**config.mk**
```make
export PLATFORM = sky130hd
export DESIGN_NAME = fetch_issue_splitter
export DESIGN_NICKNAME = d
export VERILOG_FILES = /design/src/rtl/fetch_issue_splitter_pkg.sv /design/src/rtl/fetch_lane_pick.sv /design/src/rtl/fetch_issue_splitter.sv
export SDC_FILE = /design/constraint.sdc
export NUM_CORES = 1
export LEC_CHECK = 0
export BUFFER_PORTS_ARGS = -buffer_cell sky130_fd_sc_hd__buf_2
export CORE_ASPECT_RATIO = 0.8
export CORE_MARGIN = 2
export CORE_UTILIZATION = 45
export CTS_BUF_LIST = sky130_fd_sc_hd__clkbuf_8
export CTS_CLUSTER_SIZE = 10
export DETAILED_ROUTE_END_ITERATION = 8
export HOLD_SLACK_MARGIN = 0.02
export PLACE_DENSITY = 0.67
export SETUP_SLACK_MARGIN = 0.2
export SLEW_MARGIN = 20
export SYNTH_ARGS = -nofsm -noshare
export SYNTH_HDL_FRONTEND = slang
export SYNTH_SLANG_ARGS = --single-unit
```
**constraint.sdc**
```tcl
create_clock -name clk -period 12.9 [get_ports clk]
set_input_delay 1.935 -clock clk [delete_from_list [all_inputs] [get_ports clk]]
set_output_delay 1.935 -clock clk [all_outputs]
set_load 0.05 [all_outputs]
```
**src/rtl/fetch_issue_splitter_pkg.sv**
```systemverilog
// Shared types and constants for the fetch issue splitter.
// Lane width defaults match the top-level parameter defaults.
package fetch_issue_splitter_pkg;

  localparam int GROUP_N = 4;
  localparam int ISSUE_N = 2;
  localparam int INST_W_DEF = 32;
  localparam int PC_W_DEF = 32;
  localparam int PC_STEP_DEF = 4;

  typedef struct packed {
    logic                  valid;
    logic [INST_W_DEF-1:0] inst;
    logic [PC_W_DEF-1:0]   pc;
  } issue_lane_t;

  function automatic logic [2:0] popcount4(
    input logic [GROUP_N-1:0] m
  );
    logic [2:0] n;
    n = '0;
    for (int i = 0; i < GROUP_N; i++) begin
      n = n + {2'b00, m[i]};
    end
    return n;
  endfunction

endpackage

```
**src/rtl/fetch_lane_pick.sv**
```systemverilog
// Picks the two oldest pending slots from the remaining mask.
// Outputs one-hot lane selects and the union of issued slots.
module fetch_lane_pick
  import fetch_issue_splitter_pkg::*;
(
  input  logic [GROUP_N-1:0] rem_mask,
  output logic [GROUP_N-1:0] lane0_sel,
  output logic [GROUP_N-1:0] lane1_sel,
  output logic [GROUP_N-1:0] issued_mask
);

  logic [GROUP_N-1:0] rest;

  always_comb begin
    // x & -x isolates the lowest set bit
    lane0_sel   = rem_mask & (-rem_mask);
    rest        = rem_mask & ~lane0_sel;
    lane1_sel   = rest & (-rest);
    issued_mask = lane0_sel | lane1_sel;
  end

endmodule

```
**src/rtl/fetch_issue_splitter.sv**
```systemverilog
// Splits a 4-slot fetch group into up to two in-order issues per cycle.
// Optional SPLITTER_PERF_CNT_EN adds issue/stall performance counters.
module fetch_issue_splitter
  import fetch_issue_splitter_pkg::*;
#(
  parameter int INST_W  = INST_W_DEF,
  parameter int PC_W    = PC_W_DEF,
  parameter int PC_STEP = PC_STEP_DEF
) (
  input  logic                  clk,
  input  logic                  rst,
  input  logic                  flush,
  input  logic [4*INST_W-1:0]   inst_group,
  input  logic [3:0]            inst_group_valid,
  input  logic [PC_W-1:0]       group_pc,
  input  logic                  pre_valid,
  output logic                  out_ready,
  output logic [INST_W-1:0]     inst0,
  output logic [INST_W-1:0]     inst1,
  output logic [PC_W-1:0]       pc0,
  output logic [PC_W-1:0]       pc1,
  output logic [1:0]            issue_valid,
  output logic                  out_valid,
  input  logic                  next_ready
`ifdef SPLITTER_PERF_CNT_EN
  ,
  output logic [31:0]           perf_issue_cnt,
  output logic [31:0]           perf_stall_cnt
`endif
);

  logic [INST_W-1:0]  slot_q [GROUP_N];
  logic [INST_W-1:0]  slot_d [GROUP_N];
  logic [PC_W-1:0]    base_pc_q;
  logic [PC_W-1:0]    base_pc_d;
  logic [GROUP_N-1:0] rem_mask_q;
  logic [GROUP_N-1:0] rem_mask_d;

  logic [GROUP_N-1:0] lane0_sel;
  logic [GROUP_N-1:0] lane1_sel;
  logic [GROUP_N-1:0] issued_mask;
  logic               fire;
  logic               accept;

  fetch_lane_pick u_pick (
    .rem_mask    (rem_mask_q),
    .lane0_sel   (lane0_sel),
    .lane1_sel   (lane1_sel),
    .issued_mask (issued_mask)
  );

  always_comb begin
    inst0 = '0;
    inst1 = '0;
    pc0   = '0;
    pc1   = '0;
    for (int i = 0; i < GROUP_N; i++) begin
      if (lane0_sel[i]) begin
        inst0 = slot_q[i];
        pc0   = base_pc_q + PC_W'(i * PC_STEP);
      end
      if (lane1_sel[i]) begin
        inst1 = slot_q[i];
        pc1   = base_pc_q + PC_W'(i * PC_STEP);
      end
    end
    issue_valid = {|lane1_sel, |lane0_sel};
    out_valid   = issue_valid[0];
  end

  always_comb begin
    fire = out_valid && next_ready;
    // a fire that drains the group frees the buffer this cycle
    out_ready = !flush && (rem_mask_q == '0 ||
                (fire && popcount4(rem_mask_q) <= 3'd2));
    accept = pre_valid && out_ready;
  end

  always_comb begin
    slot_d     = slot_q;
    base_pc_d  = base_pc_q;
    rem_mask_d = rem_mask_q;
    if (fire) begin
      rem_mask_d = rem_mask_q & ~issued_mask;
    end
    if (accept) begin
      for (int i = 0; i < GROUP_N; i++) begin
        slot_d[i] = inst_group[i*INST_W +: INST_W];
      end
      base_pc_d  = group_pc;
      rem_mask_d = inst_group_valid;
    end
    if (flush) begin
      rem_mask_d = '0;
    end
  end

  always_ff @(posedge clk or posedge rst) begin
    if (rst) begin
      for (int i = 0; i < GROUP_N; i++) begin
        slot_q[i] <= '0;
      end
      base_pc_q  <= '0;
      rem_mask_q <= '0;
    end else begin
      slot_q     <= slot_d;
      base_pc_q  <= base_pc_d;
      rem_mask_q <= rem_mask_d;
    end
  end

`ifdef SPLITTER_PERF_CNT_EN
  logic [31:0] issue_cnt_q;
  logic [31:0] issue_cnt_d;
  logic [31:0] stall_cnt_q;
  logic [31:0] stall_cnt_d;

  always_comb begin
    issue_cnt_d = issue_cnt_q;
    stall_cnt_d = stall_cnt_q;
    if (fire) begin
      issue_cnt_d = issue_cnt_q
                  + {31'b0, issue_valid[0]}
                  + {31'b0, issue_valid[1]};
    end
    if (out_valid && !next_ready) begin
      stall_cnt_d = stall_cnt_q + 32'd1;
    end
  end

  always_ff @(posedge clk or posedge rst) begin
    if (rst) begin
      issue_cnt_q <= '0;
      stall_cnt_q <= '0;
    end else begin
      issue_cnt_q <= issue_cnt_d;
      stall_cnt_q <= stall_cnt_d;
    end
  end

  assign perf_issue_cnt = issue_cnt_q;
  assign perf_stall_cnt = stall_cnt_q;
`endif

endmodule

```
After elaboration in Yosys (flattened, before gate mapping)
Index checks and enable logic that the tools add are counted.
Word-level totals
  register bits: 164
  bits of input ports: 169
  output and inout bits: 132
Operators by class
  add/subtract/negate cells: 8
  order comparisons: 1
  muxes and demuxes: 19
  bitwise gates (word level): 7
  reduce and logical (&&, ||, !) cells: 10
Operators with widths (count)
  32-bit two-way mux: 16
  32-bit by 4-bit adder with 32-bit output, second input constant: 2
  32-bit by 3-bit adder with 32-bit output, second input constant: 1
  4-bit bitwise AND: 4
  4-bit two-way mux: 3
  4-bit negator: 2
  4-bit inverter: 2
  4-bit OR reduction: 2
  1-bit logical AND: 4
  4-bit logical NOT: 1
  4-bit bitwise OR: 1
  2-bit by 1-bit adder with 3-bit output: 1
  3-bit by 1-bit adder with 3-bit output: 1
  3-bit by 2-bit less-or-equal comparator with 1-bit output, second input constant: 1
  3-bit nonzero test: 1
  1-bit by 1-bit adder with 2-bit output: 1
  1-bit logical NOT: 1
  1-bit logical OR: 1

Logic depth before layout (Yosys ltp)
  depth in word-level cells: 12
  mapped depth: 12
  mapped depth without buffers: 9

Hierarchy
From an unflattened synthesis, not the netlist that was laid out.
Unflattened totals
  cells, all modules: 1512
  area, all modules: 11865.1 um^2
Modules (own cells, without submodules)
  fetch_issue_splitter: times used 1, cells an instance 1492, area each 11720.0 um^2
  fetch_lane_pick: times used 1, cells an instance 20, area each 145.1 um^2

Worst setup path after synthesis
OpenSTA, ideal clock, no wires.
  kind: register to output
  start point: register base_pc_q[2]
  end point: output port pc1[30]
  arrival: 3.550 ns
  required time: 10.965 ns
  path slack: 7.415 ns
  stages on the path, launching flop included: 9
  path buffers: 2
  path through: dfrtp_1 clkbuf_1 inv_1 ha_1 clkbuf_1 nor3_1 a22o_1 a21oi_1 o41ai_1
Between the ends
  word-level cells in the longest chain between the ends: 4
  elaborated cells on any way between the ends: 6
  classes of those cells: add/sub: 3; mux: 3
Ends and longest elaborated chain
  start: declaration: line fetch_issue_splitter.sv:34  | logic [PC_W-1:0] base_pc_q;
  start signal: assignment: line fetch_issue_splitter.sv:107  | base_pc_q <= base_pc_d;
  32-bit by 3-bit adder with 32-bit output: line fetch_issue_splitter.sv:64  | pc1 = base_pc_q + PC_W'(i * PC_STEP);
  32-bit two-way mux (2 in series): line fetch_issue_splitter.sv:62  | if (lane1_sel[i]) begin
  32-bit two-way mux (*): line fetch_issue_splitter.sv:62
  end: declaration: line fetch_issue_splitter.sv:21  | output logic [PC_W-1:0] pc1,
Mark *: on every way between the ends. The rest lies on a longest branch, timed or not.

Worst setup path in the final report
  start point: register rem_mask_q[0]
  end point: output port pc1[22]
Between the ends
  word-level cells in the longest chain between the ends: 10
Ends and longest elaborated chain
  start: declaration: line fetch_issue_splitter.sv:36  | logic [GROUP_N-1:0] rem_mask_q;
  start signal: assignment: line fetch_issue_splitter.sv:108  | rem_mask_q <= rem_mask_d;
  4-bit negator: line fetch_lane_pick.sv:16  | lane0_sel = rem_mask & (-rem_mask);
  4-bit bitwise AND: line fetch_lane_pick.sv:16
  4-bit inverter: line fetch_lane_pick.sv:17  | rest = rem_mask & ~lane0_sel;
  4-bit bitwise AND (*): line fetch_lane_pick.sv:17
  4-bit negator: line fetch_lane_pick.sv:18  | lane1_sel = rest & (-rest);
  4-bit bitwise AND (*): line fetch_lane_pick.sv:18
  32-bit two-way mux (3 in series): line fetch_issue_splitter.sv:62
  32-bit two-way mux (*): line fetch_issue_splitter.sv:62
Marked as above.

==> flow_summary.json <==
{
  "vdd_drop_max_v": 0.0001334,
  "placeableCoreArea_um2": 24180,
  "use_met2": 0.4342,
  "design_area_um2": 12920,
  "crit_path_start_kind": "register",
  "cts_sinks": 164,
  "p_sw_w": 0.001035,
  "vias": 10920,
  "fin_skew_ns": 0.02140,
  "clkTransAtPathRegs_ns": 0.09,
  "clockBufferDepth": 2,
  "path_depth": 8,
  "report.final.slew_viol_count": 0,
  "io_pins": 301,
  "hpwlAfterDp_um": 26970,
  "use_met3": 0.09543,
  "firstDrtPassIters": 6,
  "nNetsFinal": 1599,
  "drtAntennaViolNets": 0,
  "cts_tree": "yes",
  "final_util": 0.5341,
  "initial_utilization": 0.4557,
  "pwr-share-seq": 0.405,
  "ys_warn_count": 0,
  "post_cts_resized": 0,
  "synth.avg_cell_area_um2": 9.191,
  "worstRegToRegCells": 7,
  "cts_root_buffer": "clkbuf_8",
  "power_density_nw_per_um2": 170.2,
  "maxCapViolCount": 0,
  "slowest_stage": "and2_2",
  "worstPathCellList": "inv_1 -> ha_1 -> nor2b_1 -> and2_2 -> a21oi_1 -> or3_1 -> o21ai_0 -> buf_2",
  "synth_area_leader_cell": "dfrtp_1",
  "crit_path_max_incr_delay_ns": 1.03,
  "grt_max_degree": 91,
  "place_congestion": 1.036,
  "die_x_um": 179.0,
  "critPathCaptureType": "primary output",
  "yosysSeqAreaShare": 0.3724,
  "max_freq_ghz": 0.1674,
  "synth.net_count": 1380,
  "p_int_w": 0.001163,
  "whs_path_depth": 1,
  "power_w": 0.002198,
  "synth_enable_flop_cells": 0,
  "synth_flop_cell": "dfrtp_1",
  "rsz0062_at_grt": "no",
  "cts_buffers": 17,
  "power.share.combinational": 0.418,
  "period_needed_ns": 5.975,
  "synth_area_leaders": "dfrtp_1 (37%), mux2_2 (8.3%), mux2_1 (7.8%), a21oi_1 (4.7%), a221o_1 (3.6%)",
  "final_common_cell": "buf_2",
  "num_rows": 51,
  "fin_crit_sh": 0.4632,
  "via_per_inst": 6.241,
  "async_flop_share": 1.000,
  "grt_overflow": 0,
  "drtIter0Drc": 1179,
  "postCtsSetupBuffers": 0,
  "final_cell_mix": "buf_2 (300), dfrtp_1 (164), a21oi_1 (104)",
  "clk_latency_ns": 0.49,
  "synth_cell_types": 68,
  "finalSetupViolCount": 0,
  "outcome": "finished clean",
  "use_met1": 0.4187,
  "synth_seq_cells": 164,
  "grt_pass1_wl_um": 58770,
  "wl_per_cell_um": 22.19,
  "final.setup.tns_ns": 0,
  "cp_num_buf_inv": 2,
  "fillers": 2293,
  "leakage_nw": 5.853,
  "crit_arrival_ns": 4.04,
  "postPlaceCellArea_um2": 12520,
  "r2r_slack_ns": 8.81,
  "hold_viol": 0,
  "synth_area_um2": 11020,
  "crit_fanout": 46,
  "whs_ns": 0.4927,
  "top_usage_layer": "met2",
  "htree_num_levels": 4,
  "pwr-share-clk": 0.177,
  "yosys.area.top_type_share": 0.3724,
  "die_height_um": 144.0,
  "syn_inst": 1199,
  "netSwitchingFraction": 0.4710,
  "worst_pin_slew_ns": 1.153,
  "cts_hold_buf": 0,
  "grt_pass1_vias": 10180,
  "path_class": "register to primary output",
  "cp.required_ns": 10.97,
  "dieArea_um2": 25770,
  "min_path_type": "register to register",
  "syn_to_final_growth_pct": 17.21,
  "antenna_found_initial": 2,
  "io_buffers": 300,
  "maxSlewHeadroom": 0.2316,
  "cp_top_family": "simple AND/OR/NAND/NOR gates",
  "drive_above_1_share": 0.3161,
  "routed_wl_um": 38810,
  "grt_usage": 0.2968,
  "drc": 0
}
==> cell type report <==
class                           count  area (um^2)  share of cell area
Inverter                           48        185.2             0.01434
Tap cell                          318        397.9             0.03080
Clock inverter                     14        153.9             0.01191
Sequential cell                   164         4104              0.3177
Multi-Input combinational cell    870         6211              0.4808
Antenna cell                        1        2.502           0.0001937
Clock buffer                       17        234.0             0.01811
Timing Repair Buffer              317         1629              0.1261
==> per-layer routing <==
layer / vias up / part of all wire / routed length [um]
met1: 5283 / 0.42 / 16280
met5: - / 0.00028 / 11
li1: 4923 / - / -
met2: 642 / 0.44 / 17170
met3: 66 / 0.12 / 4480
met4: 2 / 0.022 / 860
==> flip-flops by register name, indices dropped and copies added (netlist names) <==
name / flops
base_pc_q: 32
rem_mask_q: 4
slot_q: 128
==> cell families after synthesis <==
family	Yosys count	synth area share
compound gates	348	0.2211
simple gates	329	0.1446
buf+inv	165	0.06778
flops	164	0.3724
mux	160	0.1631
xor+xnor	21	0.01669
fa+ha+maj	12	0.01431
==> per-stage QoR <==
| stage | setup WS (ns) | instances |
|---|---|---|
| floorplan | 6.532 | 1199 |
| global placement | 7.645 | 1717 |
| detailed placement | 7.495 | 1717 |
| CTS | 6.953 | 1748 |
| global route | 6.678 | 1748 |
| finish | 6.925 | 1749 |
==> synth_stat cells (14+ instances only) <==
| master | count |
|---|---|
| a21oi_1 | 104 |
| mux2_1 | 76 |
| a222oi_1 | 32 |
| mux2_2 | 81 |
| nor3_1 | 28 |
| nor2_1 | 70 |
| a221o_1 | 40 |
| dfrtp_1 | 164 |
| clkbuf_1 | 73 |
| nand4_1 | 14 |
| nand2_1 | 98 |
| nand3_1 | 58 |
| o21ai_0 | 60 |
| xnor2_1 | 14 |
| inv_1 | 48 |
| buf_1 | 14 |
==> power groups by stage <==
stage                     registers, W  clock network [W]  logic [W]
final                         0.000891           0.000388   0.000919
after CTS                     0.000879           0.000398   0.000915
after global routing          0.000913           0.000420   0.000981
after detailed placement      0.000890                  0   0.000910
after floorplan               0.000772                  0   0.000775
after global placement        0.000881                  0   0.000902
==> path summary, 6_finish.rpt <==
| path | startpoint | end |
|---|---|---|
| setup / recovery | rem_mask_q[0]$_DFFE_PP0P_ | pc1[22] |
| hold / removal | slot_q[121]$_DFFE_PP0P_ | slot_q[121]$_DFFE_PP0P_ |
| setup reg to reg | rem_mask_q[0]$_DFFE_PP0P_ | slot_q[100]$_DFFE_PP0P_ |
| hold reg to reg | slot_q[121]$_DFFE_PP0P_ | slot_q[121]$_DFFE_PP0P_ |
| max in group asynchronous | rst | base_pc_q[31]$_DFFE_PP0P_ |
| min in group asynchronous | rst | slot_q[114]$_DFFE_PP0P_ |
(Power assumes the default switching activity.)
